File: src/rtl/exit_device_if.sv
// Data-bus request/response channel between the core (master) and the exit device (slave).
interface exit_device_if;
    logic        req_valid;
    logic        req_ready;
    logic        req_wen;
    logic [3:0]  req_addr;
    logic [31:0] req_wdata;
    logic        resp_valid;
    logic [31:0] resp_rdata;

    modport master (
        output req_valid, req_wen, req_addr, req_wdata,
        input  req_ready, resp_valid, resp_rdata
    );

    modport slave (
        input  req_valid, req_wen, req_addr, req_wdata,
        output req_ready, resp_valid, resp_rdata
    );
endinterface

File: src/rtl/exit_device.sv
// Memory-mapped test-exit ("tohost") device: a TOHOST store with bit0 set halts the run.
// Optional watchdog timeout exit is compiled in when EXIT_WATCHDOG_EN is defined.
module exit_device #(
    parameter int unsigned TIMEOUT      = 50000,
    parameter logic [31:0] TIMEOUT_CODE = 32'hFFFF_FFFF
) (
    input  logic               clk,
    input  logic               rst_n,
    exit_device_if.slave       bus,
    output logic               exit,
    output logic [31:0]        gp
);

    typedef enum logic [0:0] {StRun, StHalted} state_e;

    state_e      state_q, state_d;
    logic [31:0] gp_q, gp_d;
    logic [31:0] tohost_q, tohost_d;
    logic [31:0] cycle_q, cycle_d;
    logic [31:0] rdata_q, rdata_d;
    logic        resp_valid_q, resp_valid_d;
    logic        accept;
    logic        tohost_store;
    logic [31:0] read_data;

    // Byte-lane bits are ignored; only word offsets decode.
    logic unused_addr;
    assign unused_addr = ^bus.req_addr[1:0];

    assign accept       = bus.req_valid && (state_q == StRun);
    assign tohost_store = accept && bus.req_wen && (bus.req_addr[3:2] == 2'd0);

`ifndef EXIT_WATCHDOG_EN
    logic unused_params;
    assign unused_params = ^{TIMEOUT_CODE, 32'(TIMEOUT)};
`endif

    always_comb begin
        read_data = '0;
        case (bus.req_addr[3:2])
            2'd0:    read_data = tohost_q;
            2'd1:    read_data = cycle_q;
            default: read_data = '0;
        endcase
    end

    always_comb begin
        state_d      = state_q;
        gp_d         = gp_q;
        tohost_d     = tohost_q;
        cycle_d      = cycle_q;
        rdata_d      = rdata_q;
        resp_valid_d = 1'b0;

        if (state_q == StRun) begin
            cycle_d = (cycle_q == '1) ? cycle_q : cycle_q + 32'd1;
            if (accept) begin
                resp_valid_d = 1'b1;
                rdata_d      = read_data;
            end
            if (tohost_store) begin
                tohost_d = bus.req_wdata;
            end
            // A reporting store takes precedence over a simultaneous watchdog expiry.
            if (tohost_store && bus.req_wdata[0]) begin
                state_d = StHalted;
                gp_d    = bus.req_wdata;
            end
`ifdef EXIT_WATCHDOG_EN
            else if (cycle_q == 32'(TIMEOUT - 1)) begin
                state_d = StHalted;
                gp_d    = TIMEOUT_CODE;
            end
`endif
        end
    end

    always_ff @(posedge clk) begin
        if (!rst_n) begin
            state_q      <= StRun;
            gp_q         <= '0;
            tohost_q     <= '0;
            cycle_q      <= '0;
            rdata_q      <= '0;
            resp_valid_q <= 1'b0;
        end else begin
            state_q      <= state_d;
            gp_q         <= gp_d;
            tohost_q     <= tohost_d;
            cycle_q      <= cycle_d;
            rdata_q      <= rdata_d;
            resp_valid_q <= resp_valid_d;
        end
    end

    assign exit           = (state_q == StHalted);
    assign gp             = gp_q;
    assign bus.req_ready  = (state_q == StRun);
    assign bus.resp_valid = resp_valid_q;
    assign bus.resp_rdata = rdata_q;

endmodule

File: src/flat_wrapper.sv
// flat-port wrapper written by rule: the top's interface ports become plain ports
module exit_device_flat 
#(
    parameter int unsigned TIMEOUT      = 50000,
    parameter logic [31:0] TIMEOUT_CODE = 32'hFFFF_FFFF
)
  (clk, rst_n, exit, gp, bus_req_valid, bus_req_wen, bus_req_addr, bus_req_wdata, bus_req_ready, bus_resp_valid, bus_resp_rdata);
  exit_device_if bus_i ();
  input  logic clk;
  input  logic rst_n;
  output logic exit;
  output logic [31:0] gp;
  input wire logic [$bits(bus_i.req_valid)-1:0] bus_req_valid;
  input wire logic [$bits(bus_i.req_wen)-1:0] bus_req_wen;
  input wire logic [$bits(bus_i.req_addr)-1:0] bus_req_addr;
  input wire logic [$bits(bus_i.req_wdata)-1:0] bus_req_wdata;
  output wire logic [$bits(bus_i.req_ready)-1:0] bus_req_ready;
  output wire logic [$bits(bus_i.resp_valid)-1:0] bus_resp_valid;
  output wire logic [$bits(bus_i.resp_rdata)-1:0] bus_resp_rdata;
  assign bus_i.req_valid = bus_req_valid;
  assign bus_i.req_wen = bus_req_wen;
  assign bus_i.req_addr = bus_req_addr;
  assign bus_i.req_wdata = bus_req_wdata;
  assign bus_req_ready = bus_i.req_ready;
  assign bus_resp_valid = bus_i.resp_valid;
  assign bus_resp_rdata = bus_i.resp_rdata;
  exit_device #(.TIMEOUT(TIMEOUT), .TIMEOUT_CODE(TIMEOUT_CODE)) u_core (.clk(clk), .rst_n(rst_n), .bus(bus_i), .exit(exit), .gp(gp));
endmodule
File: config.mk
export PLATFORM = sky130hd
export DESIGN_NAME = exit_device_flat
export DESIGN_NICKNAME = d
export VERILOG_FILES = /design/src/rtl/exit_device_if.sv /design/src/rtl/exit_device.sv /design/src/flat_wrapper.sv
export SDC_FILE = /design/constraint.sdc
export NUM_CORES = 1
export LEC_CHECK = 0
export ABC_CLOCK_PERIOD_IN_PS = 4700
export BUFFER_PORTS_ARGS = -buffer_cell sky130_fd_sc_hd__buf_2
export CAP_MARGIN = 20
export CORE_ASPECT_RATIO = 2
export CORE_MARGIN = 4
export CORE_UTILIZATION = 59
export CTS_CLUSTER_SIZE = 25
export DETAILED_ROUTE_END_ITERATION = 6
export PLACE_DENSITY = 0.91
export SKIP_LAST_GASP = 1
export SLEW_MARGIN = 10
export SYNTH_ARGS = -nofsm -noshare
export SYNTH_HDL_FRONTEND = slang
export SYNTH_SLANG_ARGS = --single-unit
File: constraint.sdc
create_clock -name clk -period 4.7 [get_ports clk]
set_clock_uncertainty 0.2 [all_clocks]
set_input_delay 0.705 -clock clk [delete_from_list [all_inputs] [get_ports clk]]
set_output_delay 0.705 -clock clk [all_outputs]
set_load 0.005 [all_outputs]
**Word level (Yosys, flattened, before mapping)**

Index checks and enable logic that the tools add are counted.

- Register bits: 130
- Word-level logic and storage cells: 26

- $add $sub $neg: 1
- Equality and inequality tests: 2
- Mux-type cells: 4
- Bitwise logic cells: 3
- Reductions and logical operators: 10

Operators with widths:

| kind | count |
|---|---|
| one-hot mux 32 bit (2 select lines) | 1 |
| adder 32 x 1 -> 32 bit, second input constant | 1 |
| == test 32 bit, second input constant | 1 |
| AND reduction 2 bit | 4 |
| logical AND 1 bit | 4 |
| two-way mux 1 bit | 3 |
| inverter 1 bit | 3 |
| == test 2 x 1 -> 1 bit, second input constant | 1 |
| zero test 2 bit | 1 |
| OR reduction 2 bit | 1 |

**Depth between registers and ports, before layout**

- Depth after elaboration: 7
- Mapped depth: 8
- Depth with buffers taken out: 6

**Worst setup path after synthesis**

OpenSTA, ideal clock, no wires.

- Path kind: input -> register
- From: input port bus_req_valid
- To: register u_core.gp_q[23] (netlist: u_core.gp[23])
- Data arrival time: 2.143 ns
- Setup slack: 2.286 ns
- Stages: 8
- Path buffers: 3
- Cell sequence: nand2b_1 -> clkbuf_1 -> nor4b_2 -> and2_0 -> clkbuf_1 -> clkbuf_1 -> nand2_1 -> a21oi_1

- Cells in the longest elaborated chain, start to end: 5

Ends and longest elaborated chain:

| item | line | source |
|---|---|---|
| start: declaration | flat_wrapper.sv:13 | `input wire logic [$bits(bus_i.req_valid)-1:0] bus_req_valid;` |
| logical AND 1 bit | exit_device.sv:30 | `assign accept = bus.req_valid && (state_q == StRun);` |
| logical AND 1 bit (2 in a row) | exit_device.sv:31 | `assign tohost_store = accept && bus.req_wen && (bus.req_addr[3:2] == 2'd0);` |
| logical AND 1 bit | exit_device.sv:65 | `if (tohost_store && bus.req_wdata[0]) begin` |
| AND reduction 2 bit (no line) | - |  |
| end signal: assignment | exit_device.sv:88 | `gp_q <= gp_d;` |
| end: declaration | exit_device.sv:17 | `logic [31:0] gp_q, gp_d;` |

Every way passes these cells.
A chain may end at the register's enable or synchronous reset.

**Worst setup path in the final report**

- From: register u_core.cycle_q[0]
- To: register u_core.cycle_q[0]

- Cells in the longest elaborated chain, start to end: 3
- Elaborated cells on any way between the ends: 4
- Classes of those cells: 1 x add/sub; 1 x eq/ne; 1 x bitwise; 1 x reduce/logical

Ends and longest elaborated chain:

| item | line | source |
|---|---|---|
| start: declaration | exit_device.sv:19 | `logic [31:0] cycle_q, cycle_d;` |
| start signal: assignment | exit_device.sv:90 | `cycle_q <= cycle_d;` |
| parallel branches: the longest is 3 deep, another holds adder 32 x 1 -> 32 bit | - |  |

Parallel ways; which one is timed is not known.

==> results_dict.tcl <==
set metrics [dict create \
    fin_crit_ns 3.00 \
    min_path_cells 2 \
    report.final.slew_viol_count 0 \
    cts_hold_buf 0 \
    rsz0062_at_grt "false" \
    rr_worst_depth 6 \
    dr.pass1.iters 6 \
    rows 49 \
    synthDistinctLibCells 43 \
    numPortBuffers 104 \
    grt_pass1_vias 5298 \
    slowest_delay_ns 0.75 \
    synth_fp_nets 678 \
    cts_buffers 17 \
    grt_overflow_total 0 \
    layout.nets 761 \
    synth_commonest_cells "141 x nand2_1, 130 x dfxtp_1, 85 x a21oi_1" \
    initial_core_util 0.602 \
    clkLatencyLatePin_ns 0.42 \
    routed_wl_mm 15.3 \
    ctsResizeCount 0 \
    wl_per_cell_um 18.3 \
    die_x_um 75.6 \
    drive_above_1_share 0.246 \
    synth_simple_gate_area_frac 0.232 \
    antenna_found_initial 0 \
    cp.depth 6 \
    synth_ff_type "dfxtp_1" \
    syn_area_mm2 0.00539 \
    synth_top_family_by_area "simple AND/OR/NAND/NOR gates" \
    ir_worst_vdd_mv 0.364 \
    p_leak_nw 2.51 \
    crit_path_max_fanout 20 \
    fp.coreArea_mm2 0.00895 \
    drv_cap 0 \
    crit_slowest_cell "nor4_1" \
    path_buf_inv 0 \
    rr_endpoint "u_core.cycle_q[0]" \
    tightest_slew_ns 1.02 \
    relSlewSlack 0.319 \
    synthArstFlopShare 0 \
    clk_pin_slew_ns 0.06 \
    synth_xor_area_frac 0.00651 \
    synth.area.top_cells "dfxtp_1 48%, nand2_1 9.8%, a21oi_1 7.9%" \
    criticalPathCategory "reg -> reg" \
    start_kind "flip-flop" \
    grt_pass1_wl_mm 25.0 \
    syn_inst 637 \
    antenna_left 0 \
    status "completed" \
    yosys-mux-area-fraction 0.0743 \
    synthAdderAreaFrac 0.00232 \
    tns_ns 0 \
    synth_compound_area_frac 0.164 \
    critPathTopFamily "simple AND/OR/NAND/NOR gates" \
    required_ns 4.83 \
    yosys_warnings 0 \
    yosysMostFrequentCell "nand2_1" \
    reg2reg_slack_ns 1.70 \
    cts_tree "built" \
    gp_congestion 0.866 \
    n_fill_cell 600 \
    finalCritPeriodShare 0.638 \
    grt_start_max_net_pins 54 \
    grt.total_usage 0.298 \
    hpwl_mm 10.2 \
    die_area_mm2 0.0108 \
    worstSetupStartpoint "u_core.cycle_q[0]" \
    htreeDepth 4 \
    area_growth_pct 19.8 \
    routed_via_density 6.31 \
    synth.largest_area_cell "dfxtp_1" \
    synth_edf_count 0 \
    path_cells "ha_1, nand4_1, nor4_1, and3_1, o21ai_0, a21oi_1" \
    drc 0 \
    endpoint_kind "flip-flop" \
    finalHoldViolCount 0 \
    cts_sinks 130 \
    clock-root-buffer "clkbuf_16" \
    drtIter0Drc 496 \
    hold_class "reg -> reg" \
    crit_path_end "u_core.cycle_q[0]" \
    dr_total_vias 5268 \
    yosysSeqAreaShare 0.483 \
    rr_startpoint "u_core.cycle_q[0]" \
    critPathArrivalTime_ns 3.13 \
    fmax_ghz 0.333 \
    syn_avg_cell_area_um2 8.45 \
    ys_ff_latch 130 \
    die_height_um 143 \
    power.density_mw_per_mm2 373 \
    setup_viol 0 \
    io_pins 107 \
    postLayoutCoreUtil 0.721 \
    synth_top_area_frac 0.483 \
    max-clock-path-buffers 2 \
    diodes 0 \
    cts_setup_buffers 0 \
]
[state kept, by name (all words and copies together), names as in the netlist]
signal	count
u_core.cycle_q	32
u_core.gp	32
u_core.bus.resp_rdata	32
u_core.bus.resp_valid	1
u_core.exit	1
u_core.tohost_q	32
[final cells by class]
class | instances | area [um2] | share of cell area
flip-flops and latches | 130 | 2600 | 0.403
multi-input cells | 455 | 2600 | 0.402
repair buffers | 111 | 581 | 0.0900
clock buffers | 22 | 464 | 0.0719
well taps | 102 | 128 | 0.0198
clock inverters | 10 | 61.3 | 0.00950
inverters | 5 | 20.0 | 0.00310
[power breakdown]
group	total [W]	internal, W	switching, W
registers	0.00113	0.00112	0.0000115
clock network	0.00117	0.000695	0.000474
logic	0.000109	0.0000389	0.0000699
total	0.00240	0.00185	0.000555
[cell families (layout without fill, tap and decap cells)]
logic type | count (synthesis) | in the layout
AOI/OAI and AO/OA | 149 | 149
xor gates and xnor gates | 4 | 4
adders and majority gates | 1 | 1
buffers and inverters | 52 | 148
DFF | 130 | 130
muxes | 36 | 36
and+or+nand+nor | 265 | 265
[cell usage in the layout, fill, tap and decap left out, drive strengths merged, types with 8 or more instances in the layout]
cell type / count
clkinv: 8
or4: 10
nand3: 11
mux2: 32
o21ai: 15
clkbuf: 22
nor2: 42
buf: 111
dfxtp: 130
a22oi: 32
nand4: 12
or3: 14
nand2: 141
a21oi: 85
[worst register-to-register path: cells and delay by family, from the launching register on]
kind,cells,cell delay (ns)
fa+ha+maj,1,0.29
simple gates,3,1.58
flops,1,0.44
compound gates,2,0.40
[per-stage QoR]
stage,area (um2),hold slack [ns],setup WS [ns],power (W),cells
global route,6450,0.270,1.59,0.00247,835
floorplan,5390,0.234,2.29,0.00121,637
detailed placement,5910,0.244,1.57,0.00126,802
global placement,5910,0.240,1.67,0.00125,802
CTS,6440,0.251,1.79,0.00240,834
finish,6450,0.250,1.70,0.00240,835
[per-layer routing]
| metal | part of all wire | GRT usage | vias to the layer above |
|---|---|---|---|
| li1 | - | - | 2409 |
| met1 | 0.35 | 0.321 | 2473 |
| met2 | 0.53 | 0.499 | 293 |
| met3 | 0.069 | 0.0874 | 93 |
| met4 | 0.052 | 0.176 | 0 |
| met5 | 0 | 0 | - |
[worst min-delay path by stage]
stage	startpoint	endpoint	slack (ns)
3_5_place_dp	u_core.gp[8]	u_core.gp[8]	0.24
6_report	u_core.gp[8]	u_core.gp[8]	0.25
2_1_floorplan	u_core.tohost_q[10]	u_core.tohost_q[10]	0.23
5_1_grt	u_core.gp[8]	u_core.gp[8]	0.27
3_3_place_gp	u_core.gp[31]	u_core.gp[31]	0.24
4_1_cts	u_core.gp[8]	u_core.gp[8]	0.25
(Power assumes the default switching activity.)
